$ cat src/rtl/halt_ctrl.sv
// -----------------------------------------------------------------------------
// halt_ctrl -- program-termination controller for the pipelined CPU.
//
// This block watches the writeback retirement stream and keeps a shadow copy
// of the return-value register. When a halt instruction retires, it freezes
// the front end. Once the memory system is idle and at least DRAIN_MIN drain
// cycles have passed, it raises a sticky isHalt. From that point ret_val and
// retired are stable.
//
// Optional feature: define HALT_WATCHDOG_EN to build a RUN-cycle watchdog.
// When the watchdog expires, the block forces a halt and sets the sticky
// timeout flag. When the macro is undefined, timeout is tied low and no cycle
// counter is built.
//
// Parameters:
//   RET_REG    : register whose last retired write becomes ret_val (1..7)
//   DRAIN_MIN  : minimum number of cycles spent draining (>= 1)
//   MAX_CYCLES : watchdog limit in RUN cycles (used only with the watchdog)
//
// Ports:
//   clk       : clock, rising edge
//   rst       : synchronous, active-high reset
//   wb_valid  : one instruction retires this cycle
//   wb_isHalt : the retiring instruction is a halt (qualified by wb_valid)
//   wb_we     : the retiring instruction writes a register
//   wb_tgt    : destination register index
//   wb_data   : writeback data
//   mem_idle  : no outstanding loads or stores
//   freeze    : front-end stall/flush request
//   isHalt    : program finished (sticky)
//   ret_val   : return value
//   timeout   : halt was forced by the watchdog
//   retired   : retired-instruction count (saturating)
// -----------------------------------------------------------------------------
module halt_ctrl #(
  parameter int unsigned RET_REG    = 3,
  parameter int unsigned DRAIN_MIN  = 4,
  parameter int unsigned MAX_CYCLES = 50000
) (
  input  logic        clk,
  input  logic        rst,
  input  logic        wb_valid,
  input  logic        wb_isHalt,
  input  logic        wb_we,
  input  logic [2:0]  wb_tgt,
  input  logic [15:0] wb_data,
  input  logic        mem_idle,
  output logic        freeze,
  output logic        isHalt,
  output logic [15:0] ret_val,
  output logic        timeout,
  output logic [31:0] retired
);

  // A 1-bit counter is kept even when DRAIN_MIN is 1, so the vector is never
  // zero-width.
  localparam int unsigned DcW = (DRAIN_MIN > 1) ? $clog2(DRAIN_MIN) : 1;
  localparam logic [DcW-1:0] DrainLast = DcW'(DRAIN_MIN - 1);
  localparam logic [2:0] RetTgt = 3'(RET_REG);

  typedef enum logic [1:0] {
    StRun,
    StDrain,
    StHalted
  } state_e;

  state_e state_q, state_d;

  logic           freeze_q, freeze_d;
  logic           is_halt_q, is_halt_d;
  logic [15:0]    ret_val_q, ret_val_d;
  logic [31:0]    retired_q, retired_d;
  logic [DcW-1:0] drain_cnt_q, drain_cnt_d;

  logic halt_retire;
  logic ret_write;
  logic wd_fire;

  assign halt_retire = wb_valid & wb_isHalt;
  // A halt never writes a register, so a write flagged on the halt beat is
  // dropped.
  assign ret_write   = wb_valid & wb_we & ~wb_isHalt & (wb_tgt == RetTgt);

`ifdef HALT_WATCHDOG_EN
  logic [31:0] cycle_cnt_q, cycle_cnt_d;
  logic        timeout_q, timeout_d;

  // A halt retiring on the expiry cycle takes precedence over the watchdog.
  assign wd_fire = (state_q == StRun) && (cycle_cnt_q == 32'(MAX_CYCLES - 1)) && !halt_retire;

  always_comb begin
    cycle_cnt_d = cycle_cnt_q;
    timeout_d   = timeout_q | wd_fire;
    if ((state_q == StRun) && !(&cycle_cnt_q)) begin
      cycle_cnt_d = cycle_cnt_q + 32'd1;
    end
  end

  always_ff @(posedge clk) begin
    if (rst) begin
      cycle_cnt_q <= '0;
      timeout_q   <= 1'b0;
    end else begin
      cycle_cnt_q <= cycle_cnt_d;
      timeout_q   <= timeout_d;
    end
  end

  assign timeout = timeout_q;
`else
  logic unused_max_cycles;

  assign wd_fire           = 1'b0;
  assign timeout           = 1'b0;
  assign unused_max_cycles = ^MAX_CYCLES;
`endif

  always_comb begin
    state_d     = state_q;
    freeze_d    = freeze_q;
    is_halt_d   = is_halt_q;
    ret_val_d   = ret_val_q;
    retired_d   = retired_q;
    drain_cnt_d = drain_cnt_q;

    unique case (state_q)
      StRun: begin
        if (wb_valid && !(&retired_q)) begin
          retired_d = retired_q + 32'd1;
        end
        if (ret_write) begin
          ret_val_d = wb_data;
        end
        if (halt_retire || wd_fire) begin
          state_d     = StDrain;
          freeze_d    = 1'b1;
          drain_cnt_d = '0;
        end
      end

      StDrain: begin
        // Writeback beats from younger instructions are ignored here.
        freeze_d = 1'b1;
        if (drain_cnt_q != DrainLast) begin
          drain_cnt_d = drain_cnt_q + DcW'(1);
        end else if (mem_idle) begin
          state_d   = StHalted;
          is_halt_d = 1'b1;
        end
      end

      StHalted: begin
        // All outputs are held until reset.
        freeze_d  = 1'b1;
        is_halt_d = 1'b1;
      end

      default: begin
        state_d = StRun;
      end
    endcase
  end

  always_ff @(posedge clk) begin
    if (rst) begin
      state_q     <= StRun;
      freeze_q    <= 1'b0;
      is_halt_q   <= 1'b0;
      ret_val_q   <= '0;
      retired_q   <= '0;
      drain_cnt_q <= '0;
    end else begin
      state_q     <= state_d;
      freeze_q    <= freeze_d;
      is_halt_q   <= is_halt_d;
      ret_val_q   <= ret_val_d;
      retired_q   <= retired_d;
      drain_cnt_q <= drain_cnt_d;
    end
  end

  assign freeze  = freeze_q;
  assign isHalt  = is_halt_q;
  assign ret_val = ret_val_q;
  assign retired = retired_q;

endmodule
$ cat config.mk
export PLATFORM = sky130hd
export DESIGN_NAME = halt_ctrl
export DESIGN_NICKNAME = d
export VERILOG_FILES = /design/src/rtl/halt_ctrl.sv
export SDC_FILE = /design/constraint.sdc
export NUM_CORES = 1
export LEC_CHECK = 0
export CAP_MARGIN = 20
export CORE_UTILIZATION = 40
export CTS_CLUSTER_SIZE = 16
export DETAILED_ROUTE_END_ITERATION = 8
export PLACE_DENSITY = 0.69
export SKIP_LAST_GASP = 1
export SYNTH_ARGS = -nofsm -noshare
export SYNTH_HDL_FRONTEND = slang
export SYNTH_SLANG_ARGS = --single-unit
$ cat constraint.sdc
create_clock -name clk -period 3.8 [get_ports clk]
set_input_delay 0.57 -clock clk [delete_from_list [all_inputs] [get_ports clk]]
set_output_delay 0.57 -clock clk [all_outputs]
set_load 0.02 [all_outputs]
### Word level (Yosys, flattened, before mapping)

Cells that the tools add are included.

* bits in registers: 54
* input port bits: 25
* output and inout port bits: 51
* logic and storage cells: 48

* $add $sub $neg: 2
* equality and inequality tests: 8
* mux-type cells: 12
* bitwise operators: 6
* reduce and logical (&&, ||, !) cells: 14

Operators by type and width (number)
* 32-bit by 1-bit adder with 32-bit output (second input constant): 1
* 32-bit AND reduction: 1
* 2-bit two-way mux: 5
* 2-bit != test (second input constant): 5
* 2-bit one-hot mux with 3 select lines: 1
* 2-bit AND reduction: 3
* 3-bit AND reduction: 2
* 2-bit nonzero test: 3
* 1-bit AND: 4
* 1-bit one-hot mux with 2 select lines: 2
* 2-bit one-hot mux with 2 select lines: 1
* 4-bit AND reduction: 1
* 3-bit by 2-bit equality test with 1-bit output (second input constant): 1
* 1-bit two-way mux: 3
* 2-bit by 1-bit adder with 2-bit output (second input constant): 1
* 2-bit by 1-bit equality test with 1-bit output (second input constant): 1
* 2-bit equality test (second input constant): 1
* 2-bit logical NOT: 1
* 1-bit inverter: 2
* 2-bit OR reduction: 1
* 1-bit logical AND: 1
* 1-bit logical NOT: 1

### Depth between registers and ports, before layout

* word-level depth: 4
* mapped depth: 7
* gate-level depth less buffers: 6

### Least setup slack after synthesis

OpenSTA, ideal clock, no wires.

* path type: input to register
* start: input wb_valid
* end: register ret_val_q[10] (netlist: ret_val[10])
* setup time: 0.128 ns
* arrival time: 1.964 ns
* required time: 3.672 ns
* setup slack: 1.708 ns
* stages: 6
* path through: or3b_1 > buf_2 > nor4_4 > buf_6 > mux2i_1 > nor2_1

* longest elaborated chain between the ends: 4

Ends and longest elaborated chain
* start, declared: RTL line 42 `input logic wb_valid,`
* 1-bit AND (3 in series): RTL line 82 `assign ret_write = wb_valid & wb_we & ~wb_isHalt & (wb_tgt == RetTgt);`
* 2-bit AND reduction (no source line)
* end signal, assigned: RTL line 176 `ret_val_q <= ret_val_d;`
* end, declared: RTL line 71 `logic [15:0] ret_val_q, ret_val_d;`

No other way between the ends.
A chain may end at the register's enable or synchronous reset.

### Worst setup path after layout

* start: input wb_valid
* end: register retired_q[29] (netlist: retired[29])

* longest elaborated chain between the ends: 2

Ends and longest elaborated chain
* 1-bit logical AND: RTL line 128 `if (wb_valid && !(&retired_q)) begin`
* 2-bit AND reduction (no source line)
* end signal, assigned: RTL line 177 `retired_q <= retired_d;`
* end, declared: RTL line 72 `logic [31:0] retired_q, retired_d;`

No other way between the ends.

==> flow_summary.yaml <==
route:
  drt-initial-drc-count: 145
  wl_per_cell_microns: 13.25
  routed_wl_mm: 5.802
  num_vias: 2296
  antenna_left: 0
  remaining_drc_errors: 0
  drtPass1Iterations: 4
  vias_per_cell: 5.242
clock_tree:
  cts_max_level: 2
  cts_sinks: 54
  cts_buffers: 5
  cts_root_buffer: "clkbuf_8"
  postCtsHoldBufs: 0
  cts.clk_slew.worst_paths_ns: 0.09
  cts_tree: "done"
  cts-resized-gates: 0
  postCtsSetupBuffers: 0
  clk_path_buf_depth: 2
  insertion_delay_ns: 0.31
die:
  die_w_microns: 82.14
  num_rows: 28
  core_area_sq_um: 6061
  die_height_microns: 82.14
  io_pins: 76
  initial_core_util_pct: 42.38
  dieArea_sq_um: 6746
yosys:
  ys.flop_type: "dfxtp_1"
  ys_ff_latch: 54
  synth_cell_type_count: 40
  synth_edf_count: 0
  avgSynthCellArea_sq_um: 8.767
  synth_warnings: 0
  synthesis.nets: 320
  ys_seq_area_share_pct: 42.08
  synth_cells: 293
  synthArstFlopShare_pct: 0
  synthesis.area_sq_um: 2569
timing:
  setup_violations: 0
  slew_violations: 0
  fin_setup_tns_ns: 0
  fmax_mhz: 396.6
  fin_crit_sh_pct: 66.35
  slew_headroom_pct: 54.11
  finalHoldViolCount: 0
  skew_ns: 0.008493
  post-route-min-period_ns: 2.521
  rsz0062_at_grt: "no"
  tightestPinTransition_ns: 0.6826
critical_path:
  cp_data_arrival_time_ns: 2.72
  timing.rr.start: "retired[16]$_SDFFE_PP0P_"
  start_kind: "input pin"
  worstPathRequired_ns: 4.00
  crit_end: "retired[29]$_SDFFE_PP0P_"
  path_max_fanout: 9
  reg2reg_to: "retired[13]$_SDFFE_PP0P_"
  criticalPathCategory: "in -> reg"
  reg2reg_setup_slack_ns: 1.47
  critPathLaunch: "wb_valid"
  worstSetupEndpointType: "flip-flop"
  rr_worst_depth: 5
place:
  dp_hpwl_mm: 4.212
  finalWeightedCongestion: 0.8159
  port_buffers: 74
  place_area_sq_um: 3327
power_and_ir_drop:
  p_per_area_nw_per_um2: 305.1
  vdd_drop_max_v: 0.0002056
  p_leak_uw: 0.001166
grt:
  grt_antenna_before_repair: 0
  track_usage_pct: 18.31
  grt_overflow: 0
  grt_pass1_wl_mm: 9.597
  grt_max_degree: 65
  grt_pass1_vias: 2025
status:
  outcome: "finished clean"
flow_run:
  drv_cap: 0
final_layout:
  layout-drive-gt1-share_pct: 6.336
  mostFrequentLayoutCell: "clkdlybuf4s50_1"
  area_delta_synth_final_pct: 35.02
  antenna_cells: 0
  final_nets: 389
  stdcell_area_sq_um: 3468
  final_cell_mix: "clkdlybuf4s50_1, dfxtp_1, nor2_1"
worst_hold_path:
  hold_class: "reg -> reg"
==> synthesized netlist by cell type (3+ instances only) <==
library cell	instances	area (sq um)
nand3_1	16	80.08
clkbuf_1	5	18.77
nor2b_1	7	43.79
a211oi_1	5	37.54
or3_1	15	93.84
nor4_1	7	43.79
nor2_1	46	172.7
and3_1	8	50.05
nand2b_1	3	18.77
mux2i_1	21	210.2
buf_2	3	15.01
nor3_1	4	20.02
dfxtp_1	54	1081
o21ai_0	13	65.06
xnor2_1	7	61.31
inv_1	7	26.28
nand2_1	12	45.04
nand4_1	10	62.56
mux2_2	7	78.83
a21oi_1	18	90.09
==> cell families after synthesis <==
family	synth area share [%]
compound gates	8.768
flops	42.08
xor+xnor	2.728
other cells	0.1460
mux	12.13
simple gates	29.08
buf+inv	4.092
fa+ha+maj	0.9740
==> worst min path at each step <==
stage,to,from,cells after the start
final,isHalt$_SDFFE_PP0P_,isHalt$_SDFFE_PP0P_,2
after global routing,isHalt$_SDFFE_PP0P_,isHalt$_SDFFE_PP0P_,2
after CTS,isHalt$_SDFFE_PP0P_,isHalt$_SDFFE_PP0P_,2
after detailed placement,isHalt$_SDFFE_PP0P_,isHalt$_SDFFE_PP0P_,2
after global placement,isHalt$_SDFFE_PP0P_,isHalt$_SDFFE_PP0P_,2
after floorplan,drain_cnt_q[1]$_SDFFE_PP0P_,drain_cnt_q[1]$_SDFFE_PP0P_,2
==> worst max-delay path, stage by stage <==
cell and delay (ns):
clkdlybuf4s50_1 0.51, nor3b_2 0.35, nand3_1 0.32, or4_1 0.47, nor3_1 0.17, mux2_1 0.33
==> cell type report <==
type / instances / area, sq um
Tap cell: 75 / 93.84
Clock inverter: 2 / 38.79
Inverter: 7 / 26.28
Multi-Input combinational cell: 218 / 1383
Clock buffer: 6 / 82.58
Sequential cell: 54 / 1081
Timing Repair Buffer: 76 / 763.2
Fill cell: 535 / 2592
==> per-stage QoR <==
step	utilization, %	cells	hold WS (ns)	setup slack [ns]	power (uW)
after floorplan	-	293	0.4610	1.708	626.2
after global placement	54.89	429	0.4420	1.070	663.1
after detailed placement	54.89	429	0.4410	0.9795	664.5
after CTS	56.90	437	0.4604	1.302	1069
after global routing	57.23	438	0.4912	1.141	1102
final	57.23	438	0.4574	1.279	1058
==> routing by layer <==
metal	track usage (%)	vias to the layer above	share of wire, %
met1	26.18	1067	50
met3	3.626	5	3.3
li1	-	1180	-
met2	27.52	44	46
met4	5.614	0	0.71
met5	0	-	0
==> sequential cells by signal (all words and copies together) (netlist names) <==
| name | cells |
|---|---|
| isHalt | 1 |
| ret_val | 16 |
| freeze | 1 |
| drain_cnt_q | 2 |
| state_q | 2 |
| retired | 32 |
==> power breakdown <==
group | internal [uW] | switching, uW
Clock | 217 | 188
Combinational | 41.5 | 34.9
Sequential | 571 | 5.45
Total | 830 | 228
(Power assumes the default switching activity.)
==> RTL change 1, RTL diff (same settings) <==
Register the inputs `wb_valid`, `wb_isHalt`, `wb_we`, `wb_tgt`, `wb_data` and `mem_idle` before use, without a reset. The logic sees them one clock later. Comments in the files are not updated.
--- a/src/rtl/halt_ctrl.sv
+++ b/src/rtl/halt_ctrl.sv
@@ -65,4 +65,20 @@
   } state_e;
 
+  logic wb_valid_q;
+  logic wb_isHalt_q;
+  logic wb_we_q;
+  logic [2:0] wb_tgt_q;
+  logic [15:0] wb_data_q;
+  logic mem_idle_q;
+
+  always_ff @(posedge clk) begin
+    wb_valid_q  <= wb_valid;
+    wb_isHalt_q <= wb_isHalt;
+    wb_we_q     <= wb_we;
+    wb_tgt_q    <= wb_tgt;
+    wb_data_q   <= wb_data;
+    mem_idle_q  <= mem_idle;
+  end
+
   state_e state_q, state_d;
 
@@ -77,8 +93,8 @@
   logic wd_fire;
 
-  assign halt_retire = wb_valid & wb_isHalt;
+  assign halt_retire = wb_valid_q & wb_isHalt_q;
   // A halt never writes a register, so a write flagged on the halt beat is
   // dropped.
-  assign ret_write   = wb_valid & wb_we & ~wb_isHalt & (wb_tgt == RetTgt);
+  assign ret_write   = wb_valid_q & wb_we_q & ~wb_isHalt_q & (wb_tgt_q == RetTgt);
 
 `ifdef HALT_WATCHDOG_EN
@@ -126,9 +142,9 @@
     unique case (state_q)
       StRun: begin
-        if (wb_valid && !(&retired_q)) begin
+        if (wb_valid_q && !(&retired_q)) begin
           retired_d = retired_q + 32'd1;
         end
         if (ret_write) begin
-          ret_val_d = wb_data;
+          ret_val_d = wb_data_q;
         end
         if (halt_retire || wd_fire) begin
@@ -144,5 +160,5 @@
         if (drain_cnt_q != DrainLast) begin
           drain_cnt_d = drain_cnt_q + DcW'(1);
-        end else if (mem_idle) begin
+        end else if (mem_idle_q) begin
           state_d   = StHalted;
           is_halt_d = 1'b1;
Behaviour: not the same (Yosys sat finds a counterexample within 4 cycles, from zero or initial values and one cycle with rst high).
==> RTL change 1 against the original RTL <==
Synthesized area up 16%. Total power up 44%. Final area up 15%. Routed wire length up 7.2%. Sequential share of layout area up 7.6 points. Sequential cell count up 23. Worst setup slack better by 0.26 ns. Highest routed layer unchanged.
==> RTL change 1: results (changes against the original RTL) <==
route:
  drt_iter0_drc: 147  # +1.4%
  drt_pre_antenna_iters: 4  # unchanged
  average_vias_per_placed_instance: 5.184  # -1.1%
  totalWireLength_um: 6217  # +7.2%
global_routing:
  pin_count_of_the_biggest_net_entering_global_routing: 55  # -15%
  overall_routing_resource_usage_pct: 17.33  # -0.98 points
  antenna_found_initial: 0  # unchanged
  grt_pass1_vias: 2266  # +12%
  grt_first_pass_wirelength_um: 10490  # +9.3%
placement:
  placement.io_buffers: 74  # unchanged
  routabilityCongestion: 0.7650  # -6.2%
  hpwl_um: 4221  # +0.22%
critical_path:
  crit_slowest_cell: "sky130_fd_sc_hd__or4_1"
  crit_arrival_ns: 2.51  # -0.21 ns
  path_max_fanout: 14  # +5
  crit_path_max_incr_delay_ns: 0.56  # +0.05 ns
  rrSetupSlack_ns: 1.54  # +0.07 ns
cells_and_area:
  final_net_count: 401  # +3.1%
  final_layout_size_suffix_gt1_share_pct: 7.124  # +0.79 points
  largest_reg_flops: 32  # unchanged
  antennaDiodeCount: 0  # unchanged
clocking:
  cts_buffers: 9  # +4
  clkTransAtPathRegs_ns: 0.08
  cts-resized-gates: 0  # unchanged
  cts_root_buf: "sky130_fd_sc_hd__clkbuf_8"
  cts_buffer_depth: 2  # unchanged
  insertion_delay_ns: 0.34  # +0.03 ns
  cts.repair_timing.setup_buffer_count: 0  # unchanged
  clock_tree.htree_level_count: 3  # +1
synth:
  synth.distinct_cells: 38  # -5.0%
  yosysWarningCount: 0  # unchanged
  async_flop_share_pct: 0  # unchanged
  synth_commonest_cells: "sky130_fd_sc_hd__dfxtp_1, sky130_fd_sc_hd__nor2_1, sky130_fd_sc_hd__a21oi_1"
  mappedNetlistNets: 330  # +3.1%
  synthFlopType: "sky130_fd_sc_hd__dfxtp_1"
  post_synth_main_area_contributors: "sky130_fd_sc_hd__dfxtp_1, sky130_fd_sc_hd__mux2i_1, sky130_fd_sc_hd__nor2_1"
  synth_seq_area_share_pct: 51.92  # +9.8 points
timing:
  final.setup_skew_ns: 0.007246  # -0.001247 ns
  max_slew.worst_pin.slew_ns: 1.015  # +0.3326 ns
  tns_ns: 0  # unchanged
min_path:
  path_category_of_the_worst_min_delay_check: "reg2reg"
power_and_ir_drop:
  peakVddDrop_mv: 0.3030  # +47%
  p_leak_nw: 1.293  # +11%
run_status:
  outcome: "finished, final reports clean"
die:
  die_width_um: 88.16  # +7.3%
-- RTL change 1: cell type report --
cell class	instances	area [um2]
clock buffers	10	127.6
flip-flops and latches	77	1541
repair buffers	76	750.7
fillers	693	3243
well taps	99	123.9
multi-input cells	205	1339
clock inverters	6	70.07
inverters	5	18.77
-- RTL change 1: final timing paths --
path | start | endpoint | cells past startpoint
worst min-delay path | isHalt | isHalt | 2
worst min register to register | isHalt | isHalt | 2
worst max-delay path | state_q[1] | retired[23] | 5
worst max register to register | state_q[1] | retired[23] | 5
-- RTL change 1: where the power goes --
part | internal (mW) | leakage (nW) | total [mW] | switching, mW
clock network | 0.308 | 0.0895 | 0.617 | 0.309
logic | 0.0392 | 0.573 | 0.0722 | 0.0330
registers | 0.826 | 0.630 | 0.836 | 0.0107
total | 1.17 | 1.29 | 1.53 | 0.353
-- RTL change 1: kinds of logic (layout without fill, tap and decap cells) --
group	Yosys count	in the layout	share of synthesized area (%)
and+or+nand+nor	123	123	23.60
DFF	77	77	51.92
AOI/OAI and AO/OA	48	48	10.58
buffers and inverters	21	97	2.992
muxes	19	19	6.405
xor gates and xnor gates	12	12	3.540
adders and majority gates	2	2	0.8427
other	1	1	0.1263
-- RTL change 1: through the flow --
stage	power [mW]	instance area [um2]	hold slack, ns	worst slack, ns	std cells
floorplan	0.8893	2969	0.4403	1.768	303
global placement	0.9268	3774	0.4359	1.632	462
detailed placement	0.9285	3774	0.4472	1.556	462
CTS	1.546	3971	0.4580	1.531	478
global route	1.597	3971	0.4728	1.355	478
finish	1.526	3971	0.4524	1.543	478
-- RTL change 1: routing by layer --
metal	routed length [um]	global-route usage, %	vias up
li1	-	-	1254
met2	2859	27.27	75
met5	0	0	-
met4	18	4.839	0
met1	2942	22.72	1147
met3	397	5.844	2
-- RTL change 1: critical path: cells and delay by family (launching register included) --
family          cells  cell delay (ns)
flops               1             0.37
simple gates        4             1.63
compound gates      1             0.18
==> RTL change 2, RTL diff (same settings) <==
Without the edit above. Build with the macro `HALT_WATCHDOG_EN` defined.
--- a/src/rtl/halt_ctrl.sv
+++ b/src/rtl/halt_ctrl.sv
@@ -33,4 +33,6 @@
 //   retired   : retired-instruction count (saturating)
 // -----------------------------------------------------------------------------
+`define HALT_WATCHDOG_EN
+
 module halt_ctrl #(
   parameter int unsigned RET_REG    = 3,
Check against the original RTL: no difference found for any inputs over 10 cycles, from zero or initial values and one cycle with rst high; that may be too few to reach the edited logic, so the function may still have changed.
==> RTL change 2 against the original RTL <==
Routed wire length rose by 63%. Core utilization down 5.5 points. Total power increased by 90%. Sequential share of layout area increased by 1.6 points. Sequential cell count is 33 higher. Worst setup slack improved by 0.083 ns. Synthesized area is 65% higher. Final area is 53% higher. Critical path type is now reg2reg.
==> RTL change 2: results (changes against the original RTL) <==
cells_and_area:
  stdcell_count: 701  # +60%
  final_layout_size_suffix_gt1_share_pct: 6.903  # +0.57 points
placement:
  routabilityCongestion: 0.7953  # -2.5%
  place_inst: 685  # +60%
  detailedPlace.worstSlack_ns: 1.189  # +0.2095 ns
  hpwl_um: 6668  # +58%
global_routing:
  grt_util_met3_pct: 3.805  # +0.18 points
  grtUsageMet2_pct: 29.14  # +1.6 points
  grt_pass1_vias: 3609  # +78%
  grt_first_pass_wirelength_um: 16360  # +70%
timing:
  whs_ns: 0.4587  # +0.001283 ns
  max_slew.worst_pin.slew_ns: 0.6185  # -0.06412 ns
  achievable_freq_mhz: 410.1  # +3.4%
critical_path:
  timing.rr.start: "state_q[1]"
  rrSetupSlack_ns: 1.36  # -0.11 ns
  path_max_fanout: 22  # +13
  critPathKind: "reg2reg"
  worstRegToRegCells: 8  # +3
power_and_ir_drop:
  p_leak_nw: 1.682  # +44%
  peakVddDrop_mv: 0.2729  # +33%
synth:
  post_synth_main_area_contributors: "sky130_fd_sc_hd__dfxtp_1, sky130_fd_sc_hd__a21oi_1, sky130_fd_sc_hd__nor2_1"
  synth.distinct_cells: 49  # +23%
clocking:
  cts_buffers: 9  # +4
  clock_tree.htree_level_count: 3  # +1
  insertion_delay_ns: 0.36  # +0.05 ns
route:
  drt_iter0_drc: 186  # +28%
  met1Wirelength_um: 4486  # +56%
run_status:
  outcome: "finished, final reports clean"
[RTL change 2: cell count changes in the layout (fill, tap and decap cells not counted), sizes merged, moves of 15 or more]
cell   before  now
nand4      10   25
xnor2       7   22
dfxtp      54   87
a21oi      18   40
nand2      12   36
[RTL change 2: final cells by class]
cell class / count / area (um2)
tap: 136 / 170.2
timing repair buffer: 80 / 783.3
multi-input combinational: 370 / 2370
clock buffer: 10 / 137.6
fill: 984 / 4962
clock inverter: 6 / 67.56
inverter: 12 / 45.04
sequential: 87 / 1742
[RTL change 2: power breakdown]
group	total [mW]	internal, mW	switching (mW)	leakage [nW]
clock	0.680	0.326	0.354	0.0993
sequential	0.988	0.951	0.0375	0.702
combinational	0.347	0.146	0.201	0.880
total	2.01	1.42	0.593	1.68
[RTL change 2: kinds of logic after synthesis]
family	after synthesis	synth area share, %
compound gates	101	14.70
buf+inv	30	3.045
fa+ha+maj	6	1.774
flops	87	41.16
xor+xnor	26	5.381
mux	21	5.145
simple gates	216	28.80
